[src/rtl/pdm_pkg.sv]
// Shared definitions for the PDM CIC demodulator: internal width, parameter
// range check and output width reduction.
// Build option: define PDM_CIC_SAT_EN to saturate the output to OW bits;
// without it the output wraps to its low OW bits.
package pdm_pkg;

    localparam int SHIFT_W = 5;

    // Internal CIC width: bit growth of ORDER stages of DECIM plus sign and +-1 input.
    function automatic int cic_width(input int order, input int decim);
        return order * $clog2(decim) + 2;
    endfunction

    // Legal parameter ranges for the demodulator.
    function automatic bit params_ok(input int lines, input int order,
                                     input int decim, input int ow);
        return (lines >= 1) && (lines <= 4) &&
               (order >= 1) && (order <= 5) &&
               (decim >= 2) && (decim <= 256) &&
               (ow >= 8) && (ow <= 32);
    endfunction

    // Reduce a sign-extended sample to ow bits; the result is returned
    // sign-extended so the caller simply keeps the low ow bits.
    function automatic logic signed [63:0] reduce_out(input logic signed [63:0] v,
                                                      input int ow);
`ifdef PDM_CIC_SAT_EN
        logic signed [63:0] hi;
        logic signed [63:0] lo;
        hi = (64'sd1 <<< (ow - 1)) - 64'sd1;
        lo = -(64'sd1 <<< (ow - 1));
        if (v > hi)
            return hi;
        else if (v < lo)
            return lo;
        else
            return v;
`else
        logic signed [63:0] t;
        t = v <<< (64 - ow);
        return t >>> (64 - ow);
`endif
    endfunction

endpackage

[src/rtl/pdm_cic_channel.sv]
// One CIC decimator channel: ORDER wrapping integrators at the PDM rate,
// ORDER combs at the frame rate, then shift and width reduction into a
// held output register.
module pdm_cic_channel
    import pdm_pkg::*;
#(
    parameter int ORDER = 4,
    parameter int W     = 26,
    parameter int OW    = 24
) (
    input  logic               clk,
    input  logic               rst,
    input  logic               i_en,
    input  logic               i_upd,
    input  logic               i_bit,
    input  logic               i_snap,
    input  logic               i_load,
    input  logic [SHIFT_W-1:0] i_shift,
    output logic [OW-1:0]      o_dout
);

    logic signed [W-1:0] r_integ [ORDER];
    logic signed [W-1:0] r_prev  [ORDER];
    logic signed [W-1:0] w_diff  [ORDER+1];
    logic signed [W-1:0] w_x;
    logic signed [W-1:0] w_shifted;
    logic signed [63:0]  w_ext;
    logic [OW-1:0]       w_red;
    logic [OW-1:0]       r_dout;

    // PDM bit 1 counts as +1, bit 0 as -1.
    assign w_x = i_bit ? {{(W-1){1'b0}}, 1'b1} : {W{1'b1}};

    // Integrator chain; each stage adds the previous stage's registered value.
    always_ff @(posedge clk) begin
        if (rst || !i_en) begin
            for (int k = 0; k < ORDER; k++) r_integ[k] <= '0;
        end else if (i_upd) begin
            r_integ[0] <= r_integ[0] + w_x;
            for (int k = 1; k < ORDER; k++) r_integ[k] <= r_integ[k] + r_integ[k-1];
        end
    end

    // Comb chain evaluated in one cycle from the last integrator snapshot.
    assign w_diff[0] = r_integ[ORDER-1];
    genvar gi;
    generate
        for (gi = 0; gi < ORDER; gi++) begin : g_comb
            assign w_diff[gi+1] = w_diff[gi] - r_prev[gi];
        end
    endgenerate

    // Comb delay elements advance once per frame, even if the frame is dropped.
    always_ff @(posedge clk) begin
        if (rst || !i_en) begin
            for (int k = 0; k < ORDER; k++) r_prev[k] <= '0;
        end else if (i_snap) begin
            for (int k = 0; k < ORDER; k++) r_prev[k] <= w_diff[k];
        end
    end

    assign w_shifted = w_diff[ORDER] >>> i_shift;
    assign w_ext     = {{(64-W){w_shifted[W-1]}}, w_shifted};
    assign w_red     = OW'(reduce_out(w_ext, OW));

    // Output register only reloads when the top accepts a new frame.
    always_ff @(posedge clk) begin
        if (rst || !i_en)
            r_dout <= '0;
        else if (i_load)
            r_dout <= w_red;
    end

    assign o_dout = r_dout;

endmodule

[src/rtl/pdm_cic_demodulator.sv]
// Multi-line PDM to PCM demodulator: synchronises the PDM clock and data,
// demultiplexes two channels per line on ock rise/fall, runs one CIC
// decimator per channel and hands out frames with a valid/ready handshake
// plus a sticky overrun flag.
// Build option: PDM_CIC_SAT_EN selects output saturation instead of wrap.
module pdm_cic_demodulator
    import pdm_pkg::*;
#(
    parameter int LINES = 1,
    parameter int ORDER = 4,
    parameter int DECIM = 64,
    parameter int OW    = 24
) (
    input  logic                    clk,
    input  logic                    rst,
    input  logic                    en,
    input  logic                    ock,
    input  logic [LINES-1:0]        sdi,
    input  logic [SHIFT_W-1:0]      shift,
    output logic [2*LINES*OW-1:0]   dout,
    output logic                    dout_valid,
    input  logic                    dout_ready,
    output logic                    ovr,
    input  logic                    clr_ovr
);

    localparam int CH = 2 * LINES;
    localparam int W  = cic_width(ORDER, DECIM);
    localparam int CW = $clog2(DECIM);

    genvar gi;
    generate
        if (!params_ok(LINES, ORDER, DECIM, OW)) begin : g_param_error
            $error("pdm_cic_demodulator: parameter out of range");
        end
    endgenerate

    logic               r_ock_s1, r_ock_s2, r_ock_s3;
    logic [LINES-1:0]   r_sdi_s1, r_sdi_s2;
    logic [CW-1:0]      r_fall_cnt;
    logic               r_frame_p1;
    logic [SHIFT_W-1:0] r_shift;
    logic               r_dout_valid;
    logic               r_ovr;
    logic               w_rise, w_fall;
    logic               w_frame_done;
    logic               w_load, w_drop;

    // Two-flop synchronisers; s3 is the previous synchronised ock for edge detection.
    always_ff @(posedge clk) begin
        if (rst) begin
            r_ock_s1 <= 1'b0;
            r_ock_s2 <= 1'b0;
            r_ock_s3 <= 1'b0;
            r_sdi_s1 <= '0;
            r_sdi_s2 <= '0;
        end else begin
            r_ock_s1 <= ock;
            r_ock_s2 <= r_ock_s1;
            r_ock_s3 <= r_ock_s2;
            r_sdi_s1 <= sdi;
            r_sdi_s2 <= r_sdi_s1;
        end
    end

    assign w_rise       = r_ock_s2 & ~r_ock_s3;
    assign w_fall       = ~r_ock_s2 & r_ock_s3;
    assign w_frame_done = en & w_fall & (r_fall_cnt == CW'(DECIM - 1));

    // A new frame is only accepted when nothing is pending or the pending one leaves now.
    assign w_load = en & r_frame_p1 & ~(r_dout_valid & ~dout_ready);
    assign w_drop = en & r_frame_p1 & r_dout_valid & ~dout_ready;

    // Fall counter delimits frames; the frame strobe is delayed one cycle for the combs.
    always_ff @(posedge clk) begin
        if (rst || !en) begin
            r_fall_cnt <= '0;
            r_frame_p1 <= 1'b0;
        end else begin
            r_frame_p1 <= w_frame_done;
            if (w_fall)
                r_fall_cnt <= w_frame_done ? '0 : r_fall_cnt + 1'b1;
        end
    end

    // Shift is captured at frame completion so it stays coherent for that frame.
    always_ff @(posedge clk) begin
        if (rst)
            r_shift <= '0;
        else if (w_frame_done)
            r_shift <= shift;
    end

    // Output valid: set on an accepted frame, cleared on transfer.
    always_ff @(posedge clk) begin
        if (rst || !en)
            r_dout_valid <= 1'b0;
        else if (w_load)
            r_dout_valid <= 1'b1;
        else if (dout_ready)
            r_dout_valid <= 1'b0;
    end

    // Sticky overrun; a simultaneous drop wins over the clear, and en does not clear it.
    always_ff @(posedge clk) begin
        if (rst)
            r_ovr <= 1'b0;
        else if (w_drop)
            r_ovr <= 1'b1;
        else if (clr_ovr)
            r_ovr <= 1'b0;
    end

    // Even channels integrate on ock rise, odd channels on ock fall.
    generate
        for (gi = 0; gi < CH; gi++) begin : g_ch
            logic w_upd;
            if (gi % 2 == 0) begin : g_even
                assign w_upd = w_rise;
            end else begin : g_odd
                assign w_upd = w_fall;
            end

            pdm_cic_channel #(
                .ORDER (ORDER),
                .W     (W),
                .OW    (OW)
            ) u_ch (
                .clk     (clk),
                .rst     (rst),
                .i_en    (en),
                .i_upd   (w_upd),
                .i_bit   (r_sdi_s2[gi/2]),
                .i_snap  (r_frame_p1),
                .i_load  (w_load),
                .i_shift (r_shift),
                .o_dout  (dout[gi*OW +: OW])
            );
        end
    endgenerate

    assign dout_valid = r_dout_valid;
    assign ovr        = r_ovr;

endmodule

[config.mk]
export PLATFORM = sky130hd
export DESIGN_NAME = pdm_cic_demodulator
export DESIGN_NICKNAME = d
export VERILOG_FILES = /design/src/rtl/pdm_pkg.sv /design/src/rtl/pdm_cic_channel.sv /design/src/rtl/pdm_cic_demodulator.sv
export SDC_FILE = /design/constraint.sdc
export NUM_CORES = 1
export LEC_CHECK = 0
export CAP_MARGIN = 40
export CORE_ASPECT_RATIO = 0.9
export CORE_MARGIN = 1
export CORE_UTILIZATION = 35
export CTS_BUF_LIST = sky130_fd_sc_hd__clkbuf_16
export CTS_CLUSTER_SIZE = 28
export DETAILED_ROUTE_END_ITERATION = 16
export HOLD_SLACK_MARGIN = 0.06
export PLACE_DENSITY = 0.59
export SLEW_MARGIN = 5
export SYNTH_ARGS = -nofsm -noshare
export SYNTH_HDL_FRONTEND = slang
export SYNTH_SLANG_ARGS = --single-unit
[constraint.sdc]
create_clock -name clk -period 10.7 [get_ports clk]
set_input_delay 2.675 -clock clk [delete_from_list [all_inputs] [get_ports clk]]
set_output_delay 2.675 -clock clk [all_outputs]
set_load 0.01 [all_outputs]
==> flow_metrics.tcl <==
set metrics [dict create \
    maximum_number_of_pins_on_one_net_before_global_route_repair 209 \
    route.detailed.wl_per_inst_um 14.2 \
    design.die.area_sq_mm 0.110 \
    layout_worst_path_cycle_share 0.860 \
    chipWidth_um 350 \
    clock-skew-final_ns 0.0155 \
    floorplan.initialDensity 0.354 \
    hold_path_depth 1 \
    synthesis.yosys.warnings 0 \
    antenna_found_initial 2 \
    routed-via-count 28457 \
    finalHoldViolCount 0 \
    power.density_mw_per_mm2 287 \
    final_max_slew_viol_count 0 \
    ir_drop_mv 0.333 \
    clock_tree_buffer_depth 3 \
    port_buffers 61 \
    setup.reg_to_reg.worst_slack_ns 1.50 \
    setup_tns_ns 0 \
    timing.rr.end "g_ch[0].u_ch.o_dout[15]" \
    insertedDiodeCount 0 \
    global_route_total_overflow 0 \
    pin_count 62 \
    routabilityCongestion 0.886 \
    critPathMaxFanout 14 \
    critical_path.slowest_cell "sky130_fd_sc_hd__xnor2_2" \
    post-synth-top-area-cell "sky130_fd_sc_hd__edfxtp_1" \
    depth_of_the_cts_h_tree 2 \
    fmax_mhz 109 \
    utilization 0.393 \
    synth_top_area_share 0.328 \
    routed_wl_um 79600 \
    cts_hold_buffers 0 \
    hold_class "flop to flop" \
    core_region_area_sq_mm 0.108 \
    hold_path.startpoint "r_sdi_s1" \
    worstSetupPathType "flop to flop" \
    areaGrowthSynthToFinish_pct 11.0 \
    post_synth_main_area_contributors "sky130_fd_sc_hd__edfxtp_1 (33%), sky130_fd_sc_hd__ha_1 (13%), sky130_fd_sc_hd__xnor2_1 (4.6%), sky130_fd_sc_hd__a21oi_1 (4.4%), sky130_fd_sc_hd__nor2_1 (4.2%)" \
    grt_pass1_wl_um 134000 \
    postSynthRegisterBits 483 \
    post_detail_place_hpwl_um 58300 \
    synth-seq-area-share 0.363 \
    fin_crit_ns 9.20 \
    critical_path.top_delay_family "compound AO/OA/AOI/OAI gates" \
    synth_edf_count 416 \
    synth_nets 4524 \
    worst_path_largest_cell_delay_ns 0.60 \
    rsz_0062_raised_after_global_routing "false" \
    numClockSinks 483 \
    grt_pass1_vias 26952 \
    timing.critical_path.arrival_ns 9.75 \
    hold_path_end "r_sdi_s2" \
    slew_headroom 0.181 \
    critical_path.startpoint_type "flop" \
    drt-initial-drc-count 1577 \
    die_y_um 315 \
    overall_global_routing_resource_usage 0.143 \
    critical_path.n_buffers_inverters 2 \
    cts.reportedPaths.clkPinSlew_ns 0.06 \
    placement_rows 114 \
    post_synth.cell_area_avg_sq_um 9.31 \
    post_cts_buffers 0 \
    timing.reg2reg.worst_path_depth 42 \
    finish_stage_setup_viols 0 \
    mappedNetlistArea_sq_mm 0.0381 \
    r2r-start "g_ch[0].u_ch.r_integ[0][78]" \
    clkLatencyLatePin_ns 0.63 \
    worst-slew-pin-transition_ns 1.23 \
    cts_buffers 57 \
    critical_path_rt_ns 11.25 \
    via_density_per_instance 5.06 \
    status "complete, no violations" \
    cts.repair.resized 0 \
    post_synth_num_cell_types 96 \
    tritoncts "built" \
    post_synth_inst_count 4097 \
    drtPass1Iterations 7 \
    layout-drive-gt1-share 0.0542 \
    finalNetCount 4550 \
    cts.root.buffer_cell "sky130_fd_sc_hd__clkbuf_16" \
    drc 0 \
    leakagePower_nw 18.2 \
    timing.critical_path.to_type "flop" \
    maxCapViolations 0 \
    final_antenna_net_count 0 \
    async_reset_ff_frac 0 \
    synth-main-ff-cell "sky130_fd_sc_hd__edfxtp_1" \
]
==> synth_stat cells (8+ instances only) <==
library cell / n
sky130_fd_sc_hd__nand2_1: 186
sky130_fd_sc_hd__mux4_2: 16
sky130_fd_sc_hd__o21ai_1: 11
sky130_fd_sc_hd__o21ai_0: 196
sky130_fd_sc_hd__nor3_1: 70
sky130_fd_sc_hd__nand2b_1: 59
sky130_fd_sc_hd__a211oi_1: 39
sky130_fd_sc_hd__a31o_2: 8
sky130_fd_sc_hd__a311o_1: 8
sky130_fd_sc_hd__o2111ai_1: 10
sky130_fd_sc_hd__o21bai_1: 56
sky130_fd_sc_hd__a21o_1: 147
sky130_fd_sc_hd__or2_2: 16
sky130_fd_sc_hd__xor2_1: 123
sky130_fd_sc_hd__or4_1: 8
sky130_fd_sc_hd__and2_1: 154
sky130_fd_sc_hd__nor2b_1: 56
sky130_fd_sc_hd__or3_1: 17
sky130_fd_sc_hd__nor3b_1: 14
sky130_fd_sc_hd__a21boi_0: 19
sky130_fd_sc_hd__nor2_1: 426
sky130_fd_sc_hd__clkbuf_1: 116
sky130_fd_sc_hd__a31oi_1: 37
sky130_fd_sc_hd__and3_1: 98
sky130_fd_sc_hd__o22ai_1: 14
sky130_fd_sc_hd__o31ai_1: 26
sky130_fd_sc_hd__edfxtp_1: 416
sky130_fd_sc_hd__xnor2_1: 202
sky130_fd_sc_hd__a2111oi_0: 15
sky130_fd_sc_hd__ha_1: 399
sky130_fd_sc_hd__mux2_2: 15
sky130_fd_sc_hd__fa_1: 16
sky130_fd_sc_hd__o21a_1: 48
sky130_fd_sc_hd__a21oi_1: 339
sky130_fd_sc_hd__o31a_1: 13
sky130_fd_sc_hd__o211ai_1: 26
sky130_fd_sc_hd__a22oi_1: 9
sky130_fd_sc_hd__inv_1: 329
sky130_fd_sc_hd__dfxtp_1: 67
sky130_fd_sc_hd__mux2i_1: 57
sky130_fd_sc_hd__nand4_1: 21
sky130_fd_sc_hd__nand3_1: 63
==> final cells by class <==
cell class                      instances  area (sq um)
Inverter                              331          1240
Clock buffer                           63          1580
Clock inverter                         45           325
Sequential cell                       483         13800
Multi-Input combinational cell       3158         22600
Timing Repair Buffer                   92           917
Fill cell                           10552         65300
Tap cell                             1450          1810
==> metal layers <==
metal	up-vias	GRT usage	routed length, um
li1	14908	-	-
met5	-	0	22
met2	498	0.240	35900
met4	4	0.0325	1380
met1	12950	0.195	38600
met3	97	0.0191	3620
==> stage by stage <==
step / total power [mW] / hold WS, ns / area [sq um] / setup slack, ns / cells
finish: 12.2 / 0.438 / 42300 / 1.50 / 5622
global route: 13.2 / 0.464 / 42300 / 0.519 / 5622
CTS: 12.2 / 0.440 / 42300 / 1.53 / 5622
detailed placement: 10.2 / 0.425 / 40400 / 1.59 / 5514
global placement: 10.1 / 0.419 / 40300 / 1.67 / 5506
floorplan: 8.53 / 0.414 / 38100 / 2.08 / 4097
==> flip-flops by register name, summed over array words and instances (netlist names) <==
name	count
ovr	1
g_ch.u_ch.o_dout	48
r_ock_s1	1
r_sdi_s1	1
r_fall_cnt	6
r_shift	5
dout_valid	1
r_frame_p1	1
r_ock_s2	1
g_ch.u_ch.r_integ	208
g_ch.u_ch.r_prev	208
r_ock_s3	1
r_sdi_s2	1
==> cell usage in the layout, fill, tap and decap left out, types with 11 or more instances in the layout <==
cell type	netlist	routed
sky130_fd_sc_hd__ha_1	399	399
sky130_fd_sc_hd__and2_1	154	154
sky130_fd_sc_hd__o31a_1	13	13
sky130_fd_sc_hd__o31ai_1	26	26
sky130_fd_sc_hd__o22ai_1	14	14
sky130_fd_sc_hd__edfxtp_1	416	416
sky130_fd_sc_hd__clkbuf_16	0	63
sky130_fd_sc_hd__and3_1	98	98
sky130_fd_sc_hd__fa_1	16	16
sky130_fd_sc_hd__a21o_1	147	147
sky130_fd_sc_hd__nor2_1	426	425
sky130_fd_sc_hd__nand2_1	186	181
sky130_fd_sc_hd__clkinv_1	1	13
sky130_fd_sc_hd__xor2_1	123	123
sky130_fd_sc_hd__nand4_1	21	21
sky130_fd_sc_hd__buf_4	1	25
sky130_fd_sc_hd__o211ai_1	26	26
sky130_fd_sc_hd__dfxtp_1	67	65
sky130_fd_sc_hd__inv_1	329	334
sky130_fd_sc_hd__a31oi_1	37	37
sky130_fd_sc_hd__o21bai_1	56	56
sky130_fd_sc_hd__a21boi_0	19	19
sky130_fd_sc_hd__nor3_1	70	70
sky130_fd_sc_hd__or3_1	17	17
sky130_fd_sc_hd__nand2b_1	59	59
sky130_fd_sc_hd__mux2_2	15	15
sky130_fd_sc_hd__nand3_1	63	63
sky130_fd_sc_hd__nor3b_1	14	14
sky130_fd_sc_hd__mux4_2	16	16
sky130_fd_sc_hd__a2111oi_0	15	15
sky130_fd_sc_hd__o21a_1	48	48
sky130_fd_sc_hd__a21oi_1	339	339
sky130_fd_sc_hd__or2_2	16	17
sky130_fd_sc_hd__mux2i_1	57	57
sky130_fd_sc_hd__o21ai_1	11	11
sky130_fd_sc_hd__xnor2_1	202	202
sky130_fd_sc_hd__clkdlybuf4s50_1	0	61
sky130_fd_sc_hd__a211oi_1	39	39
sky130_fd_sc_hd__o21ai_0	196	196
sky130_fd_sc_hd__nor2b_1	56	55
==> how the worst max path moves through the flow <==
stage | to | from | cells after the start | slack (ns)
CTS | g_ch[0].u_ch.o_dout[15] | g_ch[0].u_ch.r_integ[0][78] | 42 | 1.53
detailed placement | g_ch[0].u_ch.o_dout[15] | g_ch[0].u_ch.r_integ[0][78] | 42 | 1.59
floorplan | g_ch[0].u_ch.r_prev[0][0] | en | 5 | 2.08
global placement | g_ch[0].u_ch.o_dout[15] | g_ch[0].u_ch.r_integ[0][78] | 42 | 1.67
finish | g_ch[0].u_ch.o_dout[15] | g_ch[0].u_ch.r_integ[0][78] | 42 | 1.50
global route | g_ch[0].u_ch.o_dout[15] | g_ch[0].u_ch.r_integ[0][78] | 44 | 0.52
==> power breakdown <==
| part | internal, mW | total, mW | switching (mW) |
|---|---|---|---|
| logic | 3.35 | 8.02 | 4.67 |
| registers | 2.12 | 2.16 | 0.0453 |
| clock network | 1.13 | 1.98 | 0.842 |
==> cells by family (layout without fill, tap and decap cells) <==
kind of cell             after synthesis  after routing  share of synthesized area
adder cells (fa/ha/maj)              415            415                      0.139
AND/OR/NAND/NOR                     1207           1207                      0.155
multiplexers                          88             88                     0.0288
XOR/XNOR                             332            332                     0.0778
flip-flops                           483            483                      0.363
AO/OA/AOI/OAI                       1116           1116                      0.191
buffers and inverters                456            531                     0.0450
Power figures use the tool's default switching activity.
